<file path="src/rtl/pipe_ctrl_pkg.sv">
// Shared types and constants for the pipeline hazard controller.
// State encoding, register width, opcodes and the canonical NOP.
package pipe_ctrl_pkg;

  localparam int REG_ADDR_W = 5;

  typedef enum logic [1:0] {
    INIT  = 2'd0,
    RUN   = 2'd1,
    STALL = 2'd2,
    FLUSH = 2'd3
  } state_e;

  localparam logic [6:0] R_TYPE_OP  = 7'b0110011;
  localparam logic [6:0] LD_OP      = 7'b0000011;
  localparam logic [6:0] JALR_OP    = 7'b1100111;
  localparam logic [6:0] SB_TYPE_OP = 7'b1100011;
  localparam logic [6:0] UJ_TYPE_OP = 7'b1101111;

  localparam logic [31:0] NOP_INSTR = 32'h00000013;

endpackage

</file>
<file path="src/rtl/hazard_detect.sv">
// Combinational hazard terms for the ID stage:
// load-use (lu) and register-file port conflict (pc).
module hazard_detect
  import pipe_ctrl_pkg::*;
#(
  parameter int AW = REG_ADDR_W
) (
  input  logic          id_valid,
  input  logic [AW-1:0] id_rs1,
  input  logic [AW-1:0] id_rs2,
  input  logic          id_use_rs1,
  input  logic          id_use_rs2,
  input  logic [AW-1:0] ex_rd,
  input  logic          ex_mem_read,
  input  logic          wb_write_req,
  output logic          lu,
  output logic          pc
);

  logic hit1;
  logic hit2;

  assign hit1 = id_use_rs1 & (id_rs1 == ex_rd);
  assign hit2 = id_use_rs2 & (id_rs2 == ex_rd);

  // x0 is hardwired, so a load into it never creates a dependency
  assign lu = id_valid & ex_mem_read & (ex_rd != '0)
            & (hit1 | hit2);

  assign pc = id_valid & wb_write_req
            & (id_use_rs1 | id_use_rs2);

endmodule

</file>
<file path="src/rtl/pipe_hazard_ctrl.sv">
// Stall/bubble/flush sequencer and register-file port arbiter.
// PIPE_HAZARD_PERF_CNT_EN adds saturating performance counters.
module pipe_hazard_ctrl
  import pipe_ctrl_pkg::*;
#(
  parameter int REG_ADDR_W   = 5,
  parameter int FLUSH_CYCLES = 2,
  parameter int CNT_W        = 32
) (
  input  logic                  clk,
  input  logic                  reset,
  input  logic                  id_valid,
  input  logic [REG_ADDR_W-1:0] id_rs1,
  input  logic [REG_ADDR_W-1:0] id_rs2,
  input  logic                  id_use_rs1,
  input  logic                  id_use_rs2,
  input  logic [REG_ADDR_W-1:0] ex_rd,
  input  logic                  ex_mem_read,
  input  logic                  wb_write_req,
  input  logic                  control_j,
  output logic                  pc_write,
  output logic                  pc_sel,
  output logic                  if_id_write,
  output logic                  if_id_flush,
  output logic                  id_ex_bubble,
  output logic                  op_write,
  output logic [1:0]            state_o
`ifdef PIPE_HAZARD_PERF_CNT_EN
  ,
  output logic [CNT_W-1:0]      stall_cnt,
  output logic [CNT_W-1:0]      flush_cnt_total,
  output logic [CNT_W-1:0]      port_conflict_cnt
`endif
);

  localparam logic [2:0] FLUSH_INIT = 3'(FLUSH_CYCLES - 1);

  state_e     state_q, state_d;
  logic [2:0] flush_cnt_q, flush_cnt_d;
  logic       lu, pc, hz;

  hazard_detect #(.AW(REG_ADDR_W)) u_hd (
    .id_valid     (id_valid),
    .id_rs1       (id_rs1),
    .id_rs2       (id_rs2),
    .id_use_rs1   (id_use_rs1),
    .id_use_rs2   (id_use_rs2),
    .ex_rd        (ex_rd),
    .ex_mem_read  (ex_mem_read),
    .wb_write_req (wb_write_req),
    .lu           (lu),
    .pc           (pc)
  );

  assign hz       = lu | pc;
  assign op_write = (state_q != INIT) & wb_write_req;
  assign state_o  = state_q;

  always_comb begin
    state_d      = state_q;
    flush_cnt_d  = flush_cnt_q;
    pc_write     = 1'b0;
    pc_sel       = 1'b0;
    if_id_write  = 1'b0;
    if_id_flush  = 1'b0;
    id_ex_bubble = 1'b0;
    unique case (state_q)
      INIT: begin
        if_id_flush  = 1'b1;
        id_ex_bubble = 1'b1;
        state_d      = RUN;
      end
      RUN, STALL: begin
        // ID is frozen in STALL, so a jump there re-asserts once in RUN
        if (control_j && state_q == RUN) begin
          pc_write     = 1'b1;
          pc_sel       = 1'b1;
          if_id_flush  = 1'b1;
          id_ex_bubble = 1'b1;
          flush_cnt_d  = FLUSH_INIT;
          state_d      = (FLUSH_CYCLES == 1) ? RUN : FLUSH;
        end else if (hz) begin
          id_ex_bubble = 1'b1;
          state_d      = STALL;
        end else begin
          pc_write     = 1'b1;
          if_id_write  = 1'b1;
          state_d      = RUN;
        end
      end
      FLUSH: begin
        pc_write     = 1'b1;
        if_id_flush  = 1'b1;
        id_ex_bubble = 1'b1;
        flush_cnt_d  = (flush_cnt_q == 3'd0) ? 3'd0
                     : flush_cnt_q - 3'd1;
        if (flush_cnt_q <= 3'd1) state_d = RUN;
      end
      default: state_d = INIT;
    endcase
  end

  always_ff @(posedge clk or posedge reset) begin
    if (reset) begin
      state_q     <= INIT;
      flush_cnt_q <= 3'd0;
    end else begin
      state_q     <= state_d;
      flush_cnt_q <= flush_cnt_d;
    end
  end

`ifdef PIPE_HAZARD_PERF_CNT_EN
  logic [CNT_W-1:0] stall_cnt_q, flush_tot_q, conflict_q;
  logic             pc_only;

  assign pc_only = pc & ~lu & (state_q == STALL
                 | (state_q == RUN & ~control_j));

  always_ff @(posedge clk or posedge reset) begin
    if (reset) begin
      stall_cnt_q <= '0;
      flush_tot_q <= '0;
      conflict_q  <= '0;
    end else begin
      if (state_q == STALL && !(&stall_cnt_q))
        stall_cnt_q <= stall_cnt_q + CNT_W'(1);
      if (state_q == FLUSH && !(&flush_tot_q))
        flush_tot_q <= flush_tot_q + CNT_W'(1);
      if (pc_only && !(&conflict_q))
        conflict_q <= conflict_q + CNT_W'(1);
    end
  end

  assign stall_cnt         = stall_cnt_q;
  assign flush_cnt_total   = flush_tot_q;
  assign port_conflict_cnt = conflict_q;
`endif

endmodule

</file>
<file path="config.mk">
export PLATFORM = sky130hd
export DESIGN_NAME = pipe_hazard_ctrl
export DESIGN_NICKNAME = d
export VERILOG_FILES = /design/src/rtl/pipe_ctrl_pkg.sv /design/src/rtl/hazard_detect.sv /design/src/rtl/pipe_hazard_ctrl.sv
export SDC_FILE = /design/constraint.sdc
export NUM_CORES = 1
export LEC_CHECK = 0
export ABC_CLOCK_PERIOD_IN_PS = 2300
export BUFFER_PORTS_ARGS = -buffer_cell sky130_fd_sc_hd__buf_2
export CELL_PAD_IN_SITES_DETAIL_PLACEMENT = 1
export CELL_PAD_IN_SITES_GLOBAL_PLACEMENT = 2
export CORE_AREA = 2 2 67 44
export DETAILED_ROUTE_END_ITERATION = 8
export DIE_AREA = 0 0 69 46
export GPL_ROUTABILITY_DRIVEN = 0
export PLACE_DENSITY = 0.86
export SLEW_MARGIN = 20
export SYNTH_ARGS = -nofsm -noshare
export SYNTH_HDL_FRONTEND = slang
export SYNTH_SLANG_ARGS = --single-unit
export TNS_END_PERCENT = 20
</file>
<file path="constraint.sdc">
create_clock -name clk -period 2.3 [get_ports clk]
set_clock_uncertainty 0.1 [all_clocks]
set_input_delay 0.23 -clock clk [delete_from_list [all_inputs] [get_ports clk]]
set_output_delay 0.23 -clock clk [all_outputs]
set_load 0.02 [all_outputs]
</file>
After elaboration in Yosys (flattened, before gate mapping):

Index checks and enable logic that the tools add are counted.

* $add $sub $neg: 1
* multiply operators: 0
* div/mod/pow operators: 0
* order comparisons: 1
* equal/unequal tests: 7
* shifts and indexed selects: 0
* multiplexer cells: 18
* bitwise logic cells: 11
* reduce and logical (&&, ||, !) cells: 9

Operators with widths (number)
* == test 5 bit: 2
* bitwise AND 1 bit: 8
* two-way mux 1 bit: 8
* two-way mux 2 bit: 3
* two-way mux 3 bit: 2
* case mux 1 bit (2 select lines): 3
* case mux 2 bit (3 select lines): 1
* case mux 3 bit (2 select lines): 1
* nonzero test 5 bit: 1
* == test 2 bit (second input constant): 2
* != test 2 bit (second input constant): 2
* nonzero test 2 bit: 2
* OR reduction 2 bit: 2
* less-or-equal comparator 3 x 1 -> 1 bit (second input constant): 1
* logical NOT 3 bit: 1
* bitwise OR 1 bit: 3
* subtractor 3 x 1 -> 3 bit (second input constant): 1
* == test 2 x 1 -> 1 bit (second input constant): 1
* logical NOT 2 bit: 1
* AND reduction 2 bit: 1
* logical AND 1 bit: 1

* bits in registers: 5
* latch bits: 0
* RAM bits: 0
* memory bits (read-only): 0
* bits of input ports: 23
* output and inout port bits: 8
* logic and storage cells: 49
* memories kept: 0

Longest topological paths before layout:

Gate-level depths: netlist of run 1.

* depth after elaboration: 8
* depth in mapped cells: 6
* depth with buffers taken out: 6

Cells and area by module:

Synthesis of run 1 repeated with hierarchy kept, for this count alone.

* cell total of the unflattened synthesis: 61
* area, all modules: 519.2 um^2

By module, submodules not included
* pipe_hazard_ctrl: instances 1, cells an instance 43, area each 374.1 um^2, seq. area each 125.1 um^2
* hazard_detect: instances 1, cells an instance 18, area each 145.1 um^2, seq. area each 0.0 um^2

Worst setup path before layout of run 1:

No wires, ideal clock.

* path kind: register -> output
* from: reg state_q[0] (netlist: state_o[0])
* to: out if_id_write
* data arrival time: 1980 ps
* data required time: 1970 ps
* path slack: -10 ps
* cell stages (with the launch flop): 6
* path buffers: 0
* cells stage by stage: dfrtp_1 -> inv_1 -> ha_1 -> a21boi_1 -> inv_1 -> a211oi_1

* cells in the longest elaborated chain, start to end: 4
* elaborated cells between the ends (all ways): 6
* those cells by class: eq/ne (2); mux (2); reduce/logical (2)

RTL lines
* start, declared: RTL line pipe_hazard_ctrl.sv:38 `state_e state_q, state_d;`
* start signal, assigned: RTL line pipe_hazard_ctrl.sv:108 `state_q <= state_d;`
* == test 2 x 1 -> 1 bit: RTL line pipe_hazard_ctrl.sv:67, pipe_hazard_ctrl.sv:75
* logical AND 1 bit: RTL line pipe_hazard_ctrl.sv:75 `if (control_j && state_q == RUN) begin`
* two-way mux 1 bit: RTL line pipe_hazard_ctrl.sv:75
* two-way mux 1 bit *: RTL line pipe_hazard_ctrl.sv:67 `unique case (state_q)`
* end, declared: RTL line pipe_hazard_ctrl.sv:23 `output logic if_id_write,`

Every way passes the cells marked *; elsewhere a longest branch is shown, timed or not.

Worst setup path after layout of run 1:

* from: reg state_q[0] (netlist: state_o[0])
* to: out id_ex_bubble

* cells in the longest elaborated chain, start to end: 4
* elaborated cells between the ends (all ways): 9
* those cells by class: eq/ne (3); mux (2); reduce/logical (4)

RTL lines
* == test 2 x 1 -> 1 bit: RTL line pipe_hazard_ctrl.sv:67, pipe_hazard_ctrl.sv:75
* logical AND 1 bit: RTL line pipe_hazard_ctrl.sv:75
* two-way mux 1 bit: RTL line pipe_hazard_ctrl.sv:75
* case mux 1 bit (2 select lines) *: RTL line pipe_hazard_ctrl.sv:67
* end, declared: RTL line pipe_hazard_ctrl.sv:25 `output logic id_ex_bubble,`

Marks and branches as above.

==> results of run 1 <==
## worst reg2reg max path, cell delays in order, from the launching register on
cell,delay [ps]
dfrtp_1,410
ha_1,300
o21ai_1,280
mux2_2,390
o21ai_1,60
o21ba_2,170
## cell families after synthesis
kind of cell,Yosys count,share of synthesized area (%)
AOI/OAI and AO/OA,20,28.8
and+or+nand+nor,16,15.4
xor gates and xnor gates,10,15.6
muxes,1,2.01
buffers and inverters,7,4.69
DFF,5,22.3
adders and majority gates,5,11.2
## metrics by stage
stage               instance area, µm²  instances  total power [mW]
floorplan                          566         64             0.328
global placement                   766        129             0.434
detailed placement                 766        129             0.441
CTS                                821        134             0.612
global route                       821        134             0.657
finish                             821        134             0.606
## flip-flops by register name (all words and copies together), names as in the netlist
signal,cells
state_o,2
flush_cnt_q,3
## metal layers
metal	wire length (µm)	vias up	GRT usage, %
met5	0	-	0
met4	0	0	1.18
met3	56	0	3.32
met2	871	8	23.3
met1	846	305	15.1
li1	-	304	-
## cell type report
cell class              count  area (µm²)
flip-flops and latches      5         125
inverters                   7        26.3
fillers                   354        1810
well taps                  34        42.5
repair buffers             32         168
clock buffers               4        45.0
multi-input cells          52         414
## layout by cell type, fill, tap and decap left out, types with 2 or more instances in the layout
cell and instances:
xnor2_1 10, inv_1 7, nand4_1 2, o21ai_0 3, ha_1 5, buf_2 30, nand2_1 4, o21ai_1 2
nor2_1 3, dfrtp_1 5, nand3_1 2, clkbuf_8 3
## worst paths after layout
path,cells past startpoint,slack (ps),startpoint,endpoint
worst max register to register,5,470,state_o[0]$_DFFE_PP0P_,state_o[1]$_DFFE_PP0P_
worst min register to register,1,470,flush_cnt_q[2]$_DFFE_PP0P_,flush_cnt_q[2]$_DFFE_PP0P_
worst min-delay path,4,310,control_j,state_o[1]$_DFFE_PP0P_
worst max-delay path,6,160,state_o[0]$_DFFE_PP0P_,id_ex_bubble
max in group asynchronous,3,1580,reset,flush_cnt_q[1]$_DFFE_PP0P_
min in group asynchronous,3,350,reset,flush_cnt_q[2]$_DFFE_PP0P_
## power groups by stage
stage	Clock, mW	Combinational, mW	Sequential (mW)
detailed placement	0	0.319	0.122
global route	0.179	0.355	0.124
CTS	0.169	0.322	0.121
floorplan	0	0.202	0.126
global placement	0	0.314	0.120
finish	0.166	0.319	0.120
==> results.toml, run 1 <==
[logic_synthesis]
synth_cell_types = 31
synth_edf_count = 0
synth_nets = 92
synth_area_leaders = "dfrtp_1, xnor2_1, ha_1"
yosys-top-cells-count = "xnor2_1, inv_1, dfrtp_1, ha_1, nand2_1"
yosys_warnings = 0
synth_ff_type = "dfrtp_1"
syn_area_um2 = 561
syn_inst = 64
synth.top_cell.area_share_pct = 22.3
yosys.area.top_type = "dfrtp_1"
yosys_register_bits = 5
seq_area_frac_synth_pct = 22.3
synth_most_common_cell = "xnor2_1"
synth.avg_cell_area_um2 = 8.76
synthArstFlopShare_pct = 100

[clock_network]
cts_max_level = 1
postCtsSetupRepairBufs = 0
cts_sinks = 5
cts_resized = 0
clockBufferDepth = 2
clk_pin_slew_ps = 40
cts_tree = "done"
postCtsHoldBufs = 1
clk_latency_ps = 220
cts_made_buffers = 3
cts_root_buffer = "clkbuf_8"

[worst_setup_path]
cp-start-kind = "flip-flop"
end_kind = "primary output"
worst-path-max-fanout = 5
slowest_delay_ps = 400
crit_buf_inv = 3
cpLargestDelayFamily = "compound AO/OA/AOI/OAI gates"
crit_chain = "inv_1, ha_1, a21boi_1, inv_1, a211o_1, buf_2"
cp.required_ps = 1970
crit_top_cell = "inv_1"
arrival_ps = 1810
path_class = "reg -> out"
slowest_stage = "dfrtp_1"

[final_layout]
finish.net_count = 129
utilization_pct = 31.2
area_growth_pct = 46.4
antenna_cells = 0
drive_gt1_share_pct = 41.0

[floorplan]
core_area_um2 = 2630
start_util_pct = 21.3
die_area_um2 = 3170
die_h_um = 46
row_count = 15
fp.dieW_um = 69
ios = 31

[sta]
whs_ps = 313
fin_crit_ps = 2140
slew_violations = 0
slew_headroom_pct = 63.7
hold_violations = 0
setup_tns_ps = 0
min_period_over_period_pct = 93.0
finalSetupViolCount = 0
grt_setup_unrepaired = "false"
max_freq_mhz = 468
fin_ws_ps = 161
worstMarginPinSlew_ps = 545

[power_and_ir_drop]
p_leak_nw = 0.392
pwr_density_cell_nw_per_um2 = 738
switchingPower_mw = 0.247
pwr-share-seq_pct = 19.9
netSwitchingFraction_pct = 40.8
pwr-share-clk_pct = 27.4
peakVddDrop_uv = 307
combPwrFrac_pct = 52.7
p_int_mw = 0.358

[global_route]
gr-total-overflow = 0
grtUsageTotal_pct = 12.4
antenna_found_initial = 0
grt_pass1_wl_mm = 3.05
grt_max_degree = 7
first_global_vias = 645

[drt]
wl_mm = 1.78
drt_pass1_iterations = 3
routedWlPerCell_um = 13.2
drcViolationCount = 0
vias = 617
viasPerCell = 4.60
drt_iter0_markers = 15
antenna_left = 0

[min_path]
min_path_type = "in -> reg"

[place]
dp_hpwl_mm = 1.51
pre_cts_ws_ps = 404
numPortBuffers = 30

[status]
status = "finished, final reports clean"

[run]
cap_violations = 0
(Power assumes the default switching activity.)
==> run 2: changes to the inputs <==
--- a/config.mk
+++ b/config.mk
@@ -5,15 +5,17 @@
 export SDC_FILE = /design/constraint.sdc
 export NUM_CORES = 1
 export LEC_CHECK = 0
-export ABC_CLOCK_PERIOD_IN_PS = 2300
+export ABC_AREA = 1
+export ABC_CLOCK_PERIOD_IN_PS = 2550
 export BUFFER_PORTS_ARGS = -buffer_cell sky130_fd_sc_hd__buf_2
 export CELL_PAD_IN_SITES_DETAIL_PLACEMENT = 1
 export CELL_PAD_IN_SITES_GLOBAL_PLACEMENT = 2
-export CORE_AREA = 2 2 67 44
+export CORE_AREA = 2 2 72 47
 export DETAILED_ROUTE_END_ITERATION = 8
-export DIE_AREA = 0 0 69 46
+export DIE_AREA = 0 0 74 49
 export GPL_ROUTABILITY_DRIVEN = 0
-export PLACE_DENSITY = 0.86
+export PLACE_DENSITY = 0.91
+export SKIP_CTS_REPAIR_TIMING = 1
 export SLEW_MARGIN = 20
 export SYNTH_ARGS = -nofsm -noshare
 export SYNTH_HDL_FRONTEND = slang
==> constraint.sdc (replaced) <==
create_clock -name clk -period 2.55 [get_ports clk]
set_clock_uncertainty 0.1 [all_clocks]
set_input_delay 0.255 -clock clk [delete_from_list [all_inputs] [get_ports clk]]
set_output_delay 0.255 -clock clk [all_outputs]
set_load 0.02 [all_outputs]
==> results.toml, run 2 <==
[logic_synthesis]
synth_most_common_cell = "nand2_1"
syn_area_um2 = 624
synth_nets = 141
synth_edf_count = 0
synth.top_cell.area_share_pct = 20.0
yosys.area.top_type = "dfrtp_1"
synth.avg_cell_area_um2 = 5.53
syn_inst = 113
synth_area_leaders = "dfrtp_1, nand2_1, inv_1"
seq_area_frac_synth_pct = 20.0
yosys_warnings = 0
yosys-top-cells-count = "nand2_1, inv_1, nor2_1, inv_2, nand3_1"
synthArstFlopShare_pct = 100
synth_cell_types = 18
synth_ff_type = "dfrtp_1"
yosys_register_bits = 5

[power_and_ir_drop]
peakVddDrop_uv = 266
p_leak_nw = 0.569
pwr_density_cell_nw_per_um2 = 763

[status]
status = "finished, final reports clean"

[place]
numPortBuffers = 30
dp_hpwl_mm = 1.71
pre_cts_ws_ps = 734
placedCellCount = 188

[sta]
finalSetupViolCount = 0
hold_violations = 0
slew_violations = 0
whs_ps = 332
worstMarginPinSlew_ps = 259
setup_tns_ps = 0
fin_crit_ps = 2070
grt_setup_unrepaired = "false"
min_period_over_period_pct = 81.2
max_freq_mhz = 483
slew_headroom_pct = 82.6
fin_ws_ps = 478

[floorplan]
die_h_um = 49
core_area_um2 = 3020
fp.dieW_um = 74
die_area_um2 = 3630
start_util_pct = 20.7
ios = 31
row_count = 16

[global_route]
gr-total-overflow = 0
grt_pass1_wl_mm = 3.35
first_global_vias = 799
antenna_found_initial = 0
grtUsageTotal_pct = 11.9
grt_max_degree = 6

[clock_network]
cts_sinks = 5
clk_latency_ps = 220
cts_root_buffer = "clkbuf_8"
clk_pin_slew_ps = 40
cts_max_level = 1
cts_made_buffers = 3
cts_tree = "done"
clockBufferDepth = 2

[drt]
drcViolationCount = 0
wl_mm = 1.89
drt_iter0_markers = 9
drt_pass1_iterations = 4
vias = 758
antenna_left = 0
viasPerCell = 3.93
routedWlPerCell_um = 9.80

[worst_setup_path]
worst-path-max-fanout = 5
r2r_slack_ps = 880
end_kind = "primary output"
cp.required_ps = 2190
arrival_ps = 1720
path_class = "reg -> out"
cp-start-kind = "flip-flop"

[run]
cap_violations = 0

[final_layout]
layout_commonest_cell = "nand2_1"
final_cell_mix = "nand2_1, buf_2, inv_1"
finish.net_count = 177
stdcell_count = 193
utilization_pct = 29.3
max_flop_register = "flush_cnt_q"
antenna_cells = 0
drive_gt1_share_pct = 33.8
largest_reg_flops = 3
area_growth_pct = 41.9

[min_path]
min_path_type = "in -> reg"
==> run 2: changes by cell type after synthesis, moves of 4 or more <==
cell | before | now
nand2_1 | 4 | 33
inv_1 | 7 | 22
xnor2_1 | 10 | 0
inv_2 | 0 | 9
nor2_1 | 3 | 12
nand3_1 | 2 | 7
nand2_2 | 0 | 4
==> run 2: routing by layer <==
metal	vias to the layer above	global-route usage, %	share of wire, %
met5	-	0	0
met4	0	4.55	0.74
met3	2	1.86	1.3
met2	5	19.6	48
met1	350	15.4	49
li1	401	-	-
==> run 2: final timing paths <==
kind                       depth (start not counted)                        from                    endpoint
setup / recovery                                   8      state_o[0]$_DFFE_PP0P_                id_ex_bubble
hold / removal                                     5                   control_j      state_o[0]$_DFFE_PP0P_
setup reg to reg                                   9      state_o[0]$_DFFE_PP0P_  flush_cnt_q[1]$_DFFE_PP0P_
hold reg to reg                                    2  flush_cnt_q[1]$_DFFE_PP0P_  flush_cnt_q[1]$_DFFE_PP0P_
max in group asynchronous                          3                       reset  flush_cnt_q[0]$_DFFE_PP0P_
min in group asynchronous                          3                       reset      state_o[0]$_DFFE_PP0P_
==> run 2: kinds of logic (layout without fill, tap and decap cells) <==
logic type      after synthesis  count (layout)  synth area share, %
simple gates                 61              61                 41.5
fa+ha+maj                     5               5                 10.0
flops                         5               5                 20.0
compound gates               10              10                 9.22
buf+inv                      32              67                 19.2
==> run 2: per-stage QoR <==
| step | total power, mW | cell area [µm²] |
|---|---|---|
| finish | 0.676 | 886 |
| global route | 0.749 | 886 |
| CTS | 0.683 | 876 |
| detailed placement | 0.534 | 831 |
| global placement | 0.516 | 831 |
| floorplan | 0.400 | 624 |
==> run 2: power breakdown <==
group / switching (mW) / total, mW / internal (mW)
Sequential: 0.0162 / 0.115 / 0.0988
Combinational: 0.282 / 0.417 / 0.136
Clock: 0.0365 / 0.144 / 0.107
Total: 0.334 / 0.676 / 0.342
==> run 2: layout make-up <==
type / count / area [µm²]
flip-flops and latches: 5 / 125
clock buffers: 4 / 45.0
fillers: 418 / 2140
inverters: 32 / 120
well taps: 45 / 56.3
multi-input cells: 76 / 379
repair buffers: 31 / 160
==> run 2: worst max-delay path, cell delays in order, from the launching register on <==
cell,delay [ps]
dfrtp_1,400
inv_1,80
ha_1,290
inv_2,60
nor2_1,210
inv_1,120
nor2_2,140
inv_2,30
buf_2,150
==> run 3: changes to the inputs <==
--- a/config.mk
+++ b/config.mk
@@ -6,15 +6,15 @@
 export NUM_CORES = 1
 export LEC_CHECK = 0
 export ABC_AREA = 1
-export ABC_CLOCK_PERIOD_IN_PS = 2550
+export ABC_CLOCK_PERIOD_IN_PS = 1700
 export BUFFER_PORTS_ARGS = -buffer_cell sky130_fd_sc_hd__buf_2
 export CELL_PAD_IN_SITES_DETAIL_PLACEMENT = 1
 export CELL_PAD_IN_SITES_GLOBAL_PLACEMENT = 2
-export CORE_AREA = 2 2 72 47
+export CORE_AREA = 2 2 80 51
 export DETAILED_ROUTE_END_ITERATION = 8
-export DIE_AREA = 0 0 74 49
+export DIE_AREA = 0 0 82 53
 export GPL_ROUTABILITY_DRIVEN = 0
-export PLACE_DENSITY = 0.91
+export PLACE_DENSITY = 0.81
 export SKIP_CTS_REPAIR_TIMING = 1
 export SLEW_MARGIN = 20
 export SYNTH_ARGS = -nofsm -noshare
==> constraint.sdc (replaced) <==
create_clock -name clk -period 1.7 [get_ports clk]
set_clock_uncertainty 0.1 [all_clocks]
set_input_delay 0.17 -clock clk [delete_from_list [all_inputs] [get_ports clk]]
set_output_delay 0.17 -clock clk [all_outputs]
set_load 0.02 [all_outputs]
==> results.toml, run 3 (synthesis results as in run 2) <==
[clock_network]
cts_root_buffer = "clkbuf_8"
cts_tree = "done"
cts_sinks = 5
cts_max_level = 1
clockBufferDepth = 2
clk_latency_ps = 220
cts_made_buffers = 3
clk_pin_slew_ps = 30

[sta]
worstMarginPinSlew_ps = 267
slew_headroom_pct = 82.1
setup_tns_ps = 0
min_period_over_period_pct = 98.8
slew_violations = 0
max_freq_mhz = 595
grt_setup_unrepaired = "true"
fin_ws_ps = 20.6
finalSetupViolCount = 0
hold_violations = 0
fin_crit_ps = 1680

[global_route]
grtUsageTotal_pct = 10.2
antenna_found_initial = 0
first_global_vias = 777
gr-total-overflow = 0
grt_pass1_wl_mm = 3.37
grt_max_degree = 6

[final_layout]
fillers = 470
antenna_cells = 0
layout_commonest_cell = "nand2_1"
seqCellArea_um2 = 128
largest_reg_flops = 3
drive_gt1_share_pct = 41.7
multiInputGateArea_um2 = 414
finish.net_count = 180
final_cell_mix = "nand2_1, buf_2, inv_1"
max_flop_register = "flush_cnt_q"
area_growth_pct = 54.5

[worst_setup_path]
arrival_ps = 1410
cp-start-kind = "flip-flop"
path_class = "reg -> out"
worst-path-max-fanout = 4
r2r_slack_ps = 140
cp.required_ps = 1430
end_kind = "primary output"

[floorplan]
die_h_um = 53
fp.dieW_um = 82
die_area_um2 = 4350
core_area_um2 = 3570
row_count = 17
start_util_pct = 17.5
ios = 31

[place]
pre_cts_ws_ps = 93.7
numPortBuffers = 30
dp_hpwl_mm = 1.76

[drt]
drt_iter0_markers = 29
wl_mm = 2.00
routedWlPerCell_um = 10.1
antenna_left = 0
drcViolationCount = 0
viasPerCell = 3.85
drt_pass1_iterations = 4
vias = 762

[power_and_ir_drop]
pwr_density_cell_nw_per_um2 = 1230
p_int_mw = 0.618
pwr-share-seq_pct = 15.7
p_leak_nw = 0.583
combPwrFrac_pct = 66.1
pwr-share-clk_pct = 18.2
peakVddDrop_uv = 410
switchingPower_mw = 0.569
netSwitchingFraction_pct = 48.0
fin_total_pwr_mw = 1.19

[status]
status = "finished, final reports clean"

[min_path]
min_path_type = "in -> reg"

[run]
cap_violations = 0
-- run 3: changes by cell type in the layout (fill, tap and decap cells not counted), moves of 3 or more --
cell   previous run  this run
inv_1            22        18
buf_2            30        27
ha_1              5         2
buf_4             0         5
-- run 3: metrics by stage --
stage	cell area, µm²	util [%]	instances	hold WS (ps)
floorplan	632	-	113	-152
global placement	841	23.5	190	-37.5
detailed placement	841	23.5	190	-24.8
CTS	886	24.8	194	-260
global route	965	27.0	198	272
finish	965	27.0	198	227
-- run 3: path summary, 6_finish.rpt --
check | start | depth (start not counted) | to
max in group asynchronous | reset | 3 | state_o[1]$_DFFE_PP0P_
min reg2reg | flush_cnt_q[1]$_DFFE_PP0P_ | 2 | flush_cnt_q[1]$_DFFE_PP0P_
min | control_j | 5 | state_o[0]$_DFFE_PP0P_
min in group asynchronous | reset | 3 | flush_cnt_q[0]$_DFFE_PP0P_
max | state_o[1]$_DFFE_PP0P_ | 8 | pc_write
max reg2reg | state_o[1]$_DFFE_PP0P_ | 10 | flush_cnt_q[1]$_DFFE_PP0P_
-- run 3: final cells by class --
class	count	area share, %
Tap cell	47	6.10
Timing Repair Buffer	34	20.1
Sequential cell	5	13.2
Inverter	32	13.0
Multi-Input combinational cell	76	42.9
Clock buffer	4	4.67
-- run 3: routing by layer --
| metal | global-route usage [%] | up-vias | part of all wire (%) |
|---|---|---|---|
| met5 | 0 | - | 0 |
| met4 | 5.00 | 0 | 0.75 |
| met3 | 0.512 | 2 | 0.60 |
| met2 | 17.3 | 5 | 48 |
| met1 | 13.4 | 345 | 51 |
| li1 | - | 410 | - |
-- run 3: worst max-delay path, cell delays in order (launching register included) --
cell and delay (ps):
dfrtp_2 420, inv_4 80, ha_2 190, nand2_4 60
buf_4 130, nand3_1 70, nand2_1 50, inv_1 50
buf_4 130
-- run 3: power groups by stage --
| stage | Clock, mW | Combinational (mW) | Sequential (mW) |
|---|---|---|---|
| CTS | 0.225 | 0.645 | 0.178 |
| global route | 0.234 | 0.865 | 0.190 |
| finish | 0.216 | 0.785 | 0.186 |
| detailed placement | 0 | 0.644 | 0.180 |
| global placement | 0 | 0.621 | 0.173 |
| floorplan | 0 | 0.419 | 0.190 |
